File: src/rtl/pe_row_conv.sv
// Row-stationary convolution PE: caches all filter rows and one ifmap row, then streams out
// ipsum + 1-D dot products in (ifmap, filter, output column) order over enable/ready NoC ports.
module pe_row_conv (
  input  logic        clk,
  input  logic        rst,
  input  logic [7:0]  ifmap_noc,
  input  logic        ifmap_enable,
  input  logic [7:0]  weight_noc,
  input  logic        weight_enable,
  input  logic [23:0] ipsum_noc,
  input  logic        ipsum_enable,
  input  logic [3:0]  iw_size,
  input  logic [3:0]  c,
  input  logic [3:0]  f,
  input  logic [3:0]  n,
  input  logic [3:0]  o,
  input  logic        opsum_ready,
  output logic        ifmap_ready,
  output logic        weight_ready,
  output logic        ipsum_ready,
  output logic        opsum_enable,
  output logic [23:0] opsum_noc,
  output logic [2:0]  dbg_state_o
);

  // Handshake: a word moves on the rising edge where enable && ready are both high. Input readies
  // drop for one cycle after every transfer; opsum_noc is held while opsum_enable is high.

  typedef enum logic [2:0] {
    S_IDLE   = 3'd0,
    S_LOAD_W = 3'd1,
    S_LOAD_I = 3'd2,
    S_MAC    = 3'd3,
    S_PSUM   = 3'd4,
    S_OUT    = 3'd5,
    S_DONE   = 3'd6
  } state_t;

  state_t      state_q, state_d;
  logic [5:0]  w_cnt_q, w_cnt_d;
  logic [5:0]  i_cnt_q, i_cnt_d;
  logic        w_gap_q, w_gap_d;
  logic        i_gap_q, i_gap_d;
  logic [1:0]  s_q, s_d;
  logic [3:0]  ch_q, ch_d;
  logic [3:0]  p_q, p_d;
  logic [3:0]  fi_q, fi_d;
  logic [3:0]  ni_q, ni_d;
  logic [23:0] acc_q, acc_d;
  logic [23:0] psum_q, psum_d;
  logic        have_psum_q, have_psum_d;
  logic [23:0] opsum_q, opsum_d;

  logic signed [7:0] wspad [0:47];
  logic signed [7:0] ispad [0:39];

  logic [5:0] c_num, f_num, c3, cf, w_last, i_last;
  logic [5:0] w_rd_addr, i_rd_addr;
  logic signed [7:0]  w_rd, i_rd;
  logic signed [15:0] prod;
  logic [23:0] prod_ext;
  logic w_xfer, i_xfer, p_xfer;
  logic mac_first, mac_last;
  logic unused_cfg;

  assign unused_cfg = ^o;

  assign c_num  = 6'(c) + 6'd1;
  assign f_num  = 6'(f) + 6'd1;
  assign c3     = c_num + c_num + c_num;
  assign cf     = c_num * f_num;
  assign w_last = cf + cf + cf - 6'd1;
  assign i_last = (6'(iw_size) + 6'd2) * c_num - 6'd1;

  assign weight_ready = (state_q == S_LOAD_W) && !w_gap_q;
  assign ifmap_ready  = (state_q == S_LOAD_I) && !i_gap_q;
  assign ipsum_ready  = ((state_q == S_MAC) || (state_q == S_PSUM)) && !have_psum_q;
  // The MAC phase after each opsum is at least three cycles, which guarantees the enable gap.
  assign opsum_enable = (state_q == S_OUT);
  assign opsum_noc    = opsum_q;
  assign dbg_state_o  = state_q;

  assign w_xfer = weight_enable && weight_ready;
  assign i_xfer = ifmap_enable && ifmap_ready;
  assign p_xfer = ipsum_enable && ipsum_ready;

  assign w_rd_addr = 6'(fi_q) * c3 + 6'(s_q) * c_num + 6'(ch_q);
  assign i_rd_addr = (6'(p_q) + 6'(s_q)) * c_num + 6'(ch_q);
  assign w_rd      = wspad[w_rd_addr];
  assign i_rd      = ispad[i_rd_addr];
  assign prod      = w_rd * i_rd;
  assign prod_ext  = {{8{prod[15]}}, prod};
  assign mac_first = (s_q == 2'd0) && (ch_q == 4'd0);
  assign mac_last  = (s_q == 2'd2) && (ch_q == c);

  always_ff @(posedge clk) begin
    if (w_xfer) wspad[w_cnt_q] <= weight_noc;
    if (i_xfer) ispad[i_cnt_q] <= ifmap_noc;
  end

  always_ff @(posedge clk) begin
    if (rst) begin
      state_q     <= S_IDLE;
      w_cnt_q     <= '0;
      i_cnt_q     <= '0;
      w_gap_q     <= 1'b0;
      i_gap_q     <= 1'b0;
      s_q         <= '0;
      ch_q        <= '0;
      p_q         <= '0;
      fi_q        <= '0;
      ni_q        <= '0;
      acc_q       <= '0;
      psum_q      <= '0;
      have_psum_q <= 1'b0;
      opsum_q     <= '0;
    end else begin
      state_q     <= state_d;
      w_cnt_q     <= w_cnt_d;
      i_cnt_q     <= i_cnt_d;
      w_gap_q     <= w_gap_d;
      i_gap_q     <= i_gap_d;
      s_q         <= s_d;
      ch_q        <= ch_d;
      p_q         <= p_d;
      fi_q        <= fi_d;
      ni_q        <= ni_d;
      acc_q       <= acc_d;
      psum_q      <= psum_d;
      have_psum_q <= have_psum_d;
      opsum_q     <= opsum_d;
    end
  end

  always_comb begin
    state_d     = state_q;
    w_cnt_d     = w_cnt_q;
    i_cnt_d     = i_cnt_q;
    w_gap_d     = w_xfer;
    i_gap_d     = i_xfer;
    s_d         = s_q;
    ch_d        = ch_q;
    p_d         = p_q;
    fi_d        = fi_q;
    ni_d        = ni_q;
    acc_d       = acc_q;
    psum_d      = psum_q;
    have_psum_d = have_psum_q;
    opsum_d     = opsum_q;

    // The ipsum for the current output point may arrive any time during MAC or PSUM.
    if (p_xfer) begin
      psum_d      = ipsum_noc;
      have_psum_d = 1'b1;
    end

    case (state_q)
      S_IDLE: state_d = S_LOAD_W;

      S_LOAD_W: begin
        if (w_xfer) begin
          if (w_cnt_q == w_last) begin
            w_cnt_d = '0;
            state_d = S_LOAD_I;
          end else begin
            w_cnt_d = w_cnt_q + 6'd1;
          end
        end
      end

      S_LOAD_I: begin
        if (i_xfer) begin
          if (i_cnt_q == i_last) begin
            i_cnt_d = '0;
            state_d = S_MAC;
          end else begin
            i_cnt_d = i_cnt_q + 6'd1;
          end
        end
      end

      S_MAC: begin
        acc_d = mac_first ? prod_ext : acc_q + prod_ext;
        if (mac_last) begin
          s_d     = '0;
          ch_d    = '0;
          state_d = S_PSUM;
        end else if (ch_q == c) begin
          ch_d = '0;
          s_d  = s_q + 2'd1;
        end else begin
          ch_d = ch_q + 4'd1;
        end
      end

      S_PSUM: begin
        if (have_psum_q) begin
          opsum_d = acc_q + psum_q;
          state_d = S_OUT;
        end
      end

      S_OUT: begin
        if (opsum_ready) begin
          have_psum_d = 1'b0;
          state_d     = S_MAC;
          if (p_q == iw_size - 4'd1) begin
            p_d = '0;
            if (fi_q == f) begin
              fi_d = '0;
              if (ni_q == n) begin
                state_d = S_DONE;
              end else begin
                ni_d    = ni_q + 4'd1;
                state_d = S_LOAD_I;
              end
            end else begin
              fi_d = fi_q + 4'd1;
            end
          end else begin
            p_d = p_q + 4'd1;
          end
        end
      end

      S_DONE: state_d = S_DONE;

      default: state_d = S_IDLE;
    endcase
  end

endmodule

File: config.mk
export PLATFORM = sky130hd
export DESIGN_NAME = pe_row_conv
export DESIGN_NICKNAME = d
export VERILOG_FILES = /design/src/rtl/pe_row_conv.sv
export SDC_FILE = /design/constraint.sdc
export NUM_CORES = 1
export LEC_CHECK = 0
export ABC_AREA = 1
export BUFFER_PORTS_ARGS = -buffer_cell sky130_fd_sc_hd__buf_2
export CAP_MARGIN = 20
export CORE_MARGIN = 3
export CORE_UTILIZATION = 50
export CTS_BUF_LIST = sky130_fd_sc_hd__clkbuf_16
export DETAILED_ROUTE_END_ITERATION = 10
export PLACE_DENSITY = 0.66
export SETUP_SLACK_MARGIN = 0.3
export SYNTH_ARGS = -nofsm -noshare
export SYNTH_HDL_FRONTEND = slang
export SYNTH_SLANG_ARGS = --single-unit
export TNS_END_PERCENT = 50
File: constraint.sdc
create_clock -name clk -period 18.25 [get_ports clk]
set_input_delay 0.9125 -clock clk [delete_from_list [all_inputs] [get_ports clk]]
set_output_delay 0.9125 -clock clk [all_outputs]
set_load 0.05 [all_outputs]
==> results_dict.tcl, run 1 <==
set metrics [dict create \
    reg2reg_slack_ps 6830 \
    clk_latency_ps 640 \
    yosys-top-cells-area "edfxtp_1, nand2_1, dfxtp_1" \
    cpMaxStageDelayCell "fa_1" \
    fin_crit_sh_pct 71.3 \
    critPathKind "in2reg" \
    netlist_instances 4097 \
    slew_viol_final 0 \
    period_minus_slack_ps 13020 \
    hpwl_um 65200 \
    start_util_pct 50.9 \
    synth_edf_count 704 \
    max_freq_ghz 0.0768 \
    synth-seq-area-share_pct 56.3 \
    core_mm2 0.0813 \
    dieArea_mm2 0.0863 \
    nets 4427 \
    hold_buffers 0 \
    hold_path_class "reg2reg" \
    synth_warnings 0 \
    viasPerCell 5.65 \
    cp.depth 55 \
    slew_headroom_pct 28.8 \
    rsz0062_at_grt "false" \
    skew_ps 30.3 \
    ys_ff_latch 812 \
    status "complete, no violations" \
    worstPathRequired_ps 18780 \
    drtIter0Drc 2564 \
    grt_pass1_wl_um 161000 \
    synth_fp_nets 4401 \
    port_buffers 92 \
    cp-startpoint "c[0]" \
    synth_top_cell_area_share_pct 51.1 \
    wl_per_cell_um 19.8 \
    cts_resized 0 \
    track_usage_pct 23.9 \
    finalWirelength_um 104000 \
    vias 29700 \
    critical_path_buf_inv_count 13 \
    maxCapViolCount 0 \
    yosysTopAreaCell "edfxtp_1" \
    clock_path_buffers 3 \
    post_route_cells_drive_above_1_share_pct 7.68 \
    timing.setup.tns_ps 0 \
    clk_pin_slew_ps 60 \
    ys.flop_type "edfxtp_1" \
    overflow 0 \
    die_w_um 294 \
    gp_congestion 0.914 \
    cts_root_buf "clkbuf_16" \
    htree_levels 3 \
    critPathCaptureType "register" \
    firstDrtPassIters 6 \
    rr_worst_depth 50 \
    cts.sinks 812 \
    cpLargestDelayFamily "adder cells" \
    cts_setup_buffers 0 \
    ant_nets 0 \
    row_count 104 \
    numCtsBuffers 86 \
    syn_area_per_cell_um2 10.1 \
    die_y_um 294 \
    setup_viol 0 \
    finalHoldViolations 0 \
    synth_cell_types 66 \
    syn2layout_area_growth_pct 9.45 \
    antenna_found_initial 5 \
    cts_tree "yes" \
    grt_pass1_vias 28500 \
    worstSetupStartpointType "input pin" \
    num_io_pins 97 \
    crit-reg2reg-capture "acc_q[23]" \
    worstPathMaxFanout 41 \
    worst_ep_arrival_time_ps 13550 \
    critPathCapture "acc_q[23]" \
    syn_area_mm2 0.0414 \
    async_reset_ff_share_pct 0 \
    reg2reg_from "fi_q[0]" \
    post-route-drc-count 0 \
    cp_slowest_stage_delay_ps 610 \
    worst_pin_slew_ps 1070 \
    grt_start_max_net_pins 194 \
]
metal layers:
layer  vias up  global-route usage, %  routed length, µm  part of all wire (%)
met5         -                      0                 26                 0.025
met4         4                   7.94               3140                   3.0
met3       195                   3.28               6640                   6.4
met2       970                   39.0              48800                    47
met1     14300                   33.2              45200                    44
li1      14300                      -                  -                     -
synthesized netlist by cell type (all sizes together), types with 9 or more instances:
cell type and instances:
nand2 893, edfxtp 704, inv 384, a21oi 378, nor2 361, nand3 276, o21ai 171, ha 143
dfxtp 108, buf 107, fa 95, clkbuf 73, a22oi 55, xor2 43, o211ai 39, nand4 33
xnor2 30, nor3 27, o21bai 25, a32o 24, o311ai 21, o31ai 16, a31oi 15, a221oi 9
o221ai 9, or2 9
layout by cell type, fill, tap and decap left out, types with 24 or more instances in the layout:
| cell | count |
|---|---|
| buf_2 | 92 |
| a21oi_1 | 376 |
| a22oi_1 | 55 |
| ha_1 | 139 |
| nand4_1 | 33 |
| buf_4 | 25 |
| clkbuf_16 | 88 |
| edfxtp_1 | 704 |
| nand3_1 | 275 |
| xor2_1 | 42 |
| nor2_1 | 350 |
| o21bai_1 | 25 |
| nand2_1 | 874 |
| nor3_1 | 26 |
| o21ai_0 | 166 |
| dfxtp_1 | 108 |
| xnor2_1 | 29 |
| inv_1 | 377 |
| fa_1 | 94 |
| o211ai_1 | 39 |
| a32o_1 | 24 |
worst min path at each step:
| stage | startpoint | endpoint | slack [ps] | cells past startpoint |
|---|---|---|---|---|
| finish | psum_q[23] | psum_q[23] | 470 | 2 |
| CTS | psum_q[20] | psum_q[20] | 470 | 2 |
| global placement | psum_q[3] | psum_q[3] | 450 | 2 |
| detailed placement | psum_q[20] | psum_q[20] | 460 | 2 |
| floorplan | psum_q[23] | psum_q[23] | 440 | 2 |
| global route | psum_q[3] | psum_q[3] | 480 | 2 |
metrics by stage:
stage	utilization, %	std cells	hold slack [ps]	cell area, µm²	worst slack [ps]
global route	55.7	5250	481	45300	4250
finish	55.7	5252	469	45300	5230
floorplan	-	4097	444	41400	6780
detailed placement	52.4	5095	461	42600	4620
global placement	52.4	5095	453	42600	4720
CTS	55.7	5250	470	45300	5310
flip-flops by register name, indices dropped and copies added (netlist names):
signal       flops
fi_q             4
i_gap_q          1
acc_q           24
i_cnt_q          6
w_gap_q          1
opsum_noc       24
w_cnt_q          6
have_psum_q      1
psum_q          24
s_q              2
dbg_state_o      3
p_q              4
wspad          384
ni_q             4
ch_q             4
ispad          320
cell families (layout without fill, tap and decap cells):
family / count (synthesis) / after routing / synth area share, %
fa+ha+maj: 238 / 238 / 8.91
buf+inv: 569 / 662 / 5.50
flops: 812 / 812 / 56.3
simple gates: 1613 / 1613 / 16.3
other cells: 0 / 2 / 0
compound gates: 792 / 792 / 11.4
xor+xnor: 73 / 73 / 1.61
worst register-to-register path, delay by kind of cell (launching register included):
family	cells	cell delay (ps)
buffers and inverters	12	1840
flip-flops	1	380
AND/OR/NAND/NOR	16	1730
adder cells (fa/ha/maj)	11	5160
AO/OA/AOI/OAI	11	2210
area by class of cell:
cell class / instances / area, µm²
sequential: 812 / 23300
multi-input combinational: 2716 / 15900
fill: 6950 / 36000
timing repair buffer: 118 / 668
clock inverter: 67 / 483
tap: 1060 / 1330
antenna: 2 / 5.00
inverter: 389 / 1470
clock buffer: 88 / 2200
Power of run 1 is not shown: default switching activity piles up to over one toggle a cycle in this logic, so the estimate is an artifact.
==> run 2: changes to the inputs <==
- clock period: 18.25 -> 13.42 ns (I/O delays scaled with it)
==> run 2 against run 1 <==
Compared with the run above:
- cell count increased by 0.21%
- register-to-register slack worse by 4300 ps
- clock skew increased by 13 ps
- first-iteration DRC count fell by 4.4%
- worst setup slack worse by 3600 ps
- die area did not move
- worst hold slack worse by 190 ps
- flip-flop and latch count stayed put
- non-clock buffer count rose by 10
==> results_dict.tcl, run 2 (synthesis results as in run 1) <==
set metrics [dict create \
    grt_pass1_wl_um 161000 \
    top_regs "wspad (384), ispad (320)" \
    cts.sinks 812 \
    dieArea_mm2 0.0863 \
    overflow 0 \
    wl_per_cell_um 19.6 \
    status "complete, no violations" \
    slew_headroom_pct 35.0 \
    cts_resized 0 \
    period_minus_slack_ps 11830 \
    mostFrequentLayoutCell "nand2_1" \
    hpwl_um 66100 \
    clk_pin_slew_ps 60 \
    setup_viol 0 \
    cp_slowest_stage_delay_ps 550 \
    final_area_mm2 0.0455 \
    hold_path_class "in2reg" \
    critPathCaptureType "register" \
    worst_ep_arrival_time_ps 12380 \
    critPathKind "in2reg" \
    worstSetupStartpointType "input pin" \
    reg2reg_from "fi_q[2]" \
    clock_path_buffers 3 \
    port_buffers 92 \
    finalWirelength_um 103000 \
    cts_tree "yes" \
    vias 29600 \
    drtIter0Drc 2450 \
    grt_pass1_vias 28700 \
    worst_pin_slew_ps 975 \
    hold_buffers 0 \
    numCtsBuffers 87 \
    cts_setup_buffers 0 \
    num_io_pins 97 \
    antenna_found_initial 5 \
    track_usage_pct 23.9 \
    post_route_cells_drive_above_1_share_pct 7.95 \
    rsz0062_at_grt "false" \
    rr_worst_depth 49 \
    worstHoldEndpoint "psum_q[15]" \
    viasPerCell 5.62 \
    syn2layout_area_growth_pct 10.0 \
    die_y_um 294 \
    largest_reg_flops 384 \
    maxCapViolCount 0 \
    skew_ps 42.8 \
    gp_congestion 0.916 \
    worstPathRequired_ps 13980 \
    grt_start_max_net_pins 134 \
    n_fill_cell 6921 \
    worstPathMaxFanout 25 \
    htree_levels 3 \
    min-delay-start "ipsum_noc[15]" \
    crit-reg2reg-capture "acc_q[23]" \
    mostFrequentLayoutCells "nand2_1, edfxtp_1, inv_1, a21oi_1, nor2_1" \
    slew_viol_final 0 \
    reg2reg_slack_ps 2500 \
    row_count 104 \
    post-route-drc-count 0 \
    die_w_um 294 \
    timing.setup.tns_ps 0 \
    finalHoldViolations 0 \
    start_util_pct 50.9 \
    cpMaxStageDelayCell "fa_1" \
    max_freq_ghz 0.0845 \
    cts_root_buf "clkbuf_16" \
    firstDrtPassIters 6 \
    core_mm2 0.0813 \
    fin_crit_sh_pct 88.1 \
    whs_path_depth 3 \
    clk_latency_ps 660 \
    ant_nets 0 \
    nets 4438 \
    regMostFlops "wspad" \
    dpl_cell_area_mm2 0.0427 \
]
-- run 2: cell types whose count changed in the layout (fill, tap and decap cells not counted), moves of 3 or more --
cell and change:
buf_4 +8, bufinv_16 +3, clkinv_2 +4, inv_6 -4
-- run 2: worst max-delay path: cells and delay by family --
kind / cells / cell delay, ps
buf+inv: 12 / 1340
xor+xnor: 1 / 170
fa+ha+maj: 13 / 5800
simple gates: 18 / 2190
compound gates: 11 / 2220
-- run 2: worst max path at each step --
| stage | slack [ps] | cells after the start | endpoint | start |
|---|---|---|---|---|
| detailed placement | 1080 | 55 | acc_q[23] | c[0] |
| global placement | 1070 | 55 | acc_q[23] | c[0] |
| CTS | 1760 | 55 | acc_q[23] | c[0] |
| global route | 790 | 56 | acc_q[23] | c[0] |
| finish | 1590 | 55 | acc_q[23] | c[0] |
| floorplan | 2190 | 51 | acc_q[23] | c[0] |
-- run 2: final cells by class --
cell class	count	area, µm²	share of cell area, %
flip-flops and latches	812	23300	51.2
multi-input cells	2716	15900	34.8
clock buffers	89	2230	4.89
inverters	389	1470	3.23
well taps	1060	1330	2.91
repair buffers	128	768	1.69
clock inverters	65	581	1.27
diodes	4	10.0	0.0220
-- run 2: routing by layer --
| metal | global-route usage [%] | share of wire (%) | vias to the layer above |
|---|---|---|---|
| met3 | 3.86 | 6.6 | 189 |
| met2 | 39.6 | 48 | 879 |
| met5 | 0 | 0.025 | - |
| met4 | 8.54 | 3.3 | 4 |
| li1 | - | - | 14300 |
| met1 | 32.2 | 42 | 14200 |
-- run 2: metrics by stage --
step / instances / setup WS (ps) / hold WS, ps / util (%)
finish: 5263 / 1590 / 276 / 56.0
CTS: 5259 / 1760 / 233 / 56.0
floorplan: 4097 / 2190 / 444 / -
detailed placement: 5105 / 1080 / 459 / 52.5
global placement: 5105 / 1070 / 454 / 52.5
global route: 5259 / 785 / 277 / 56.0
Power of run 2 is left out for the same reason.
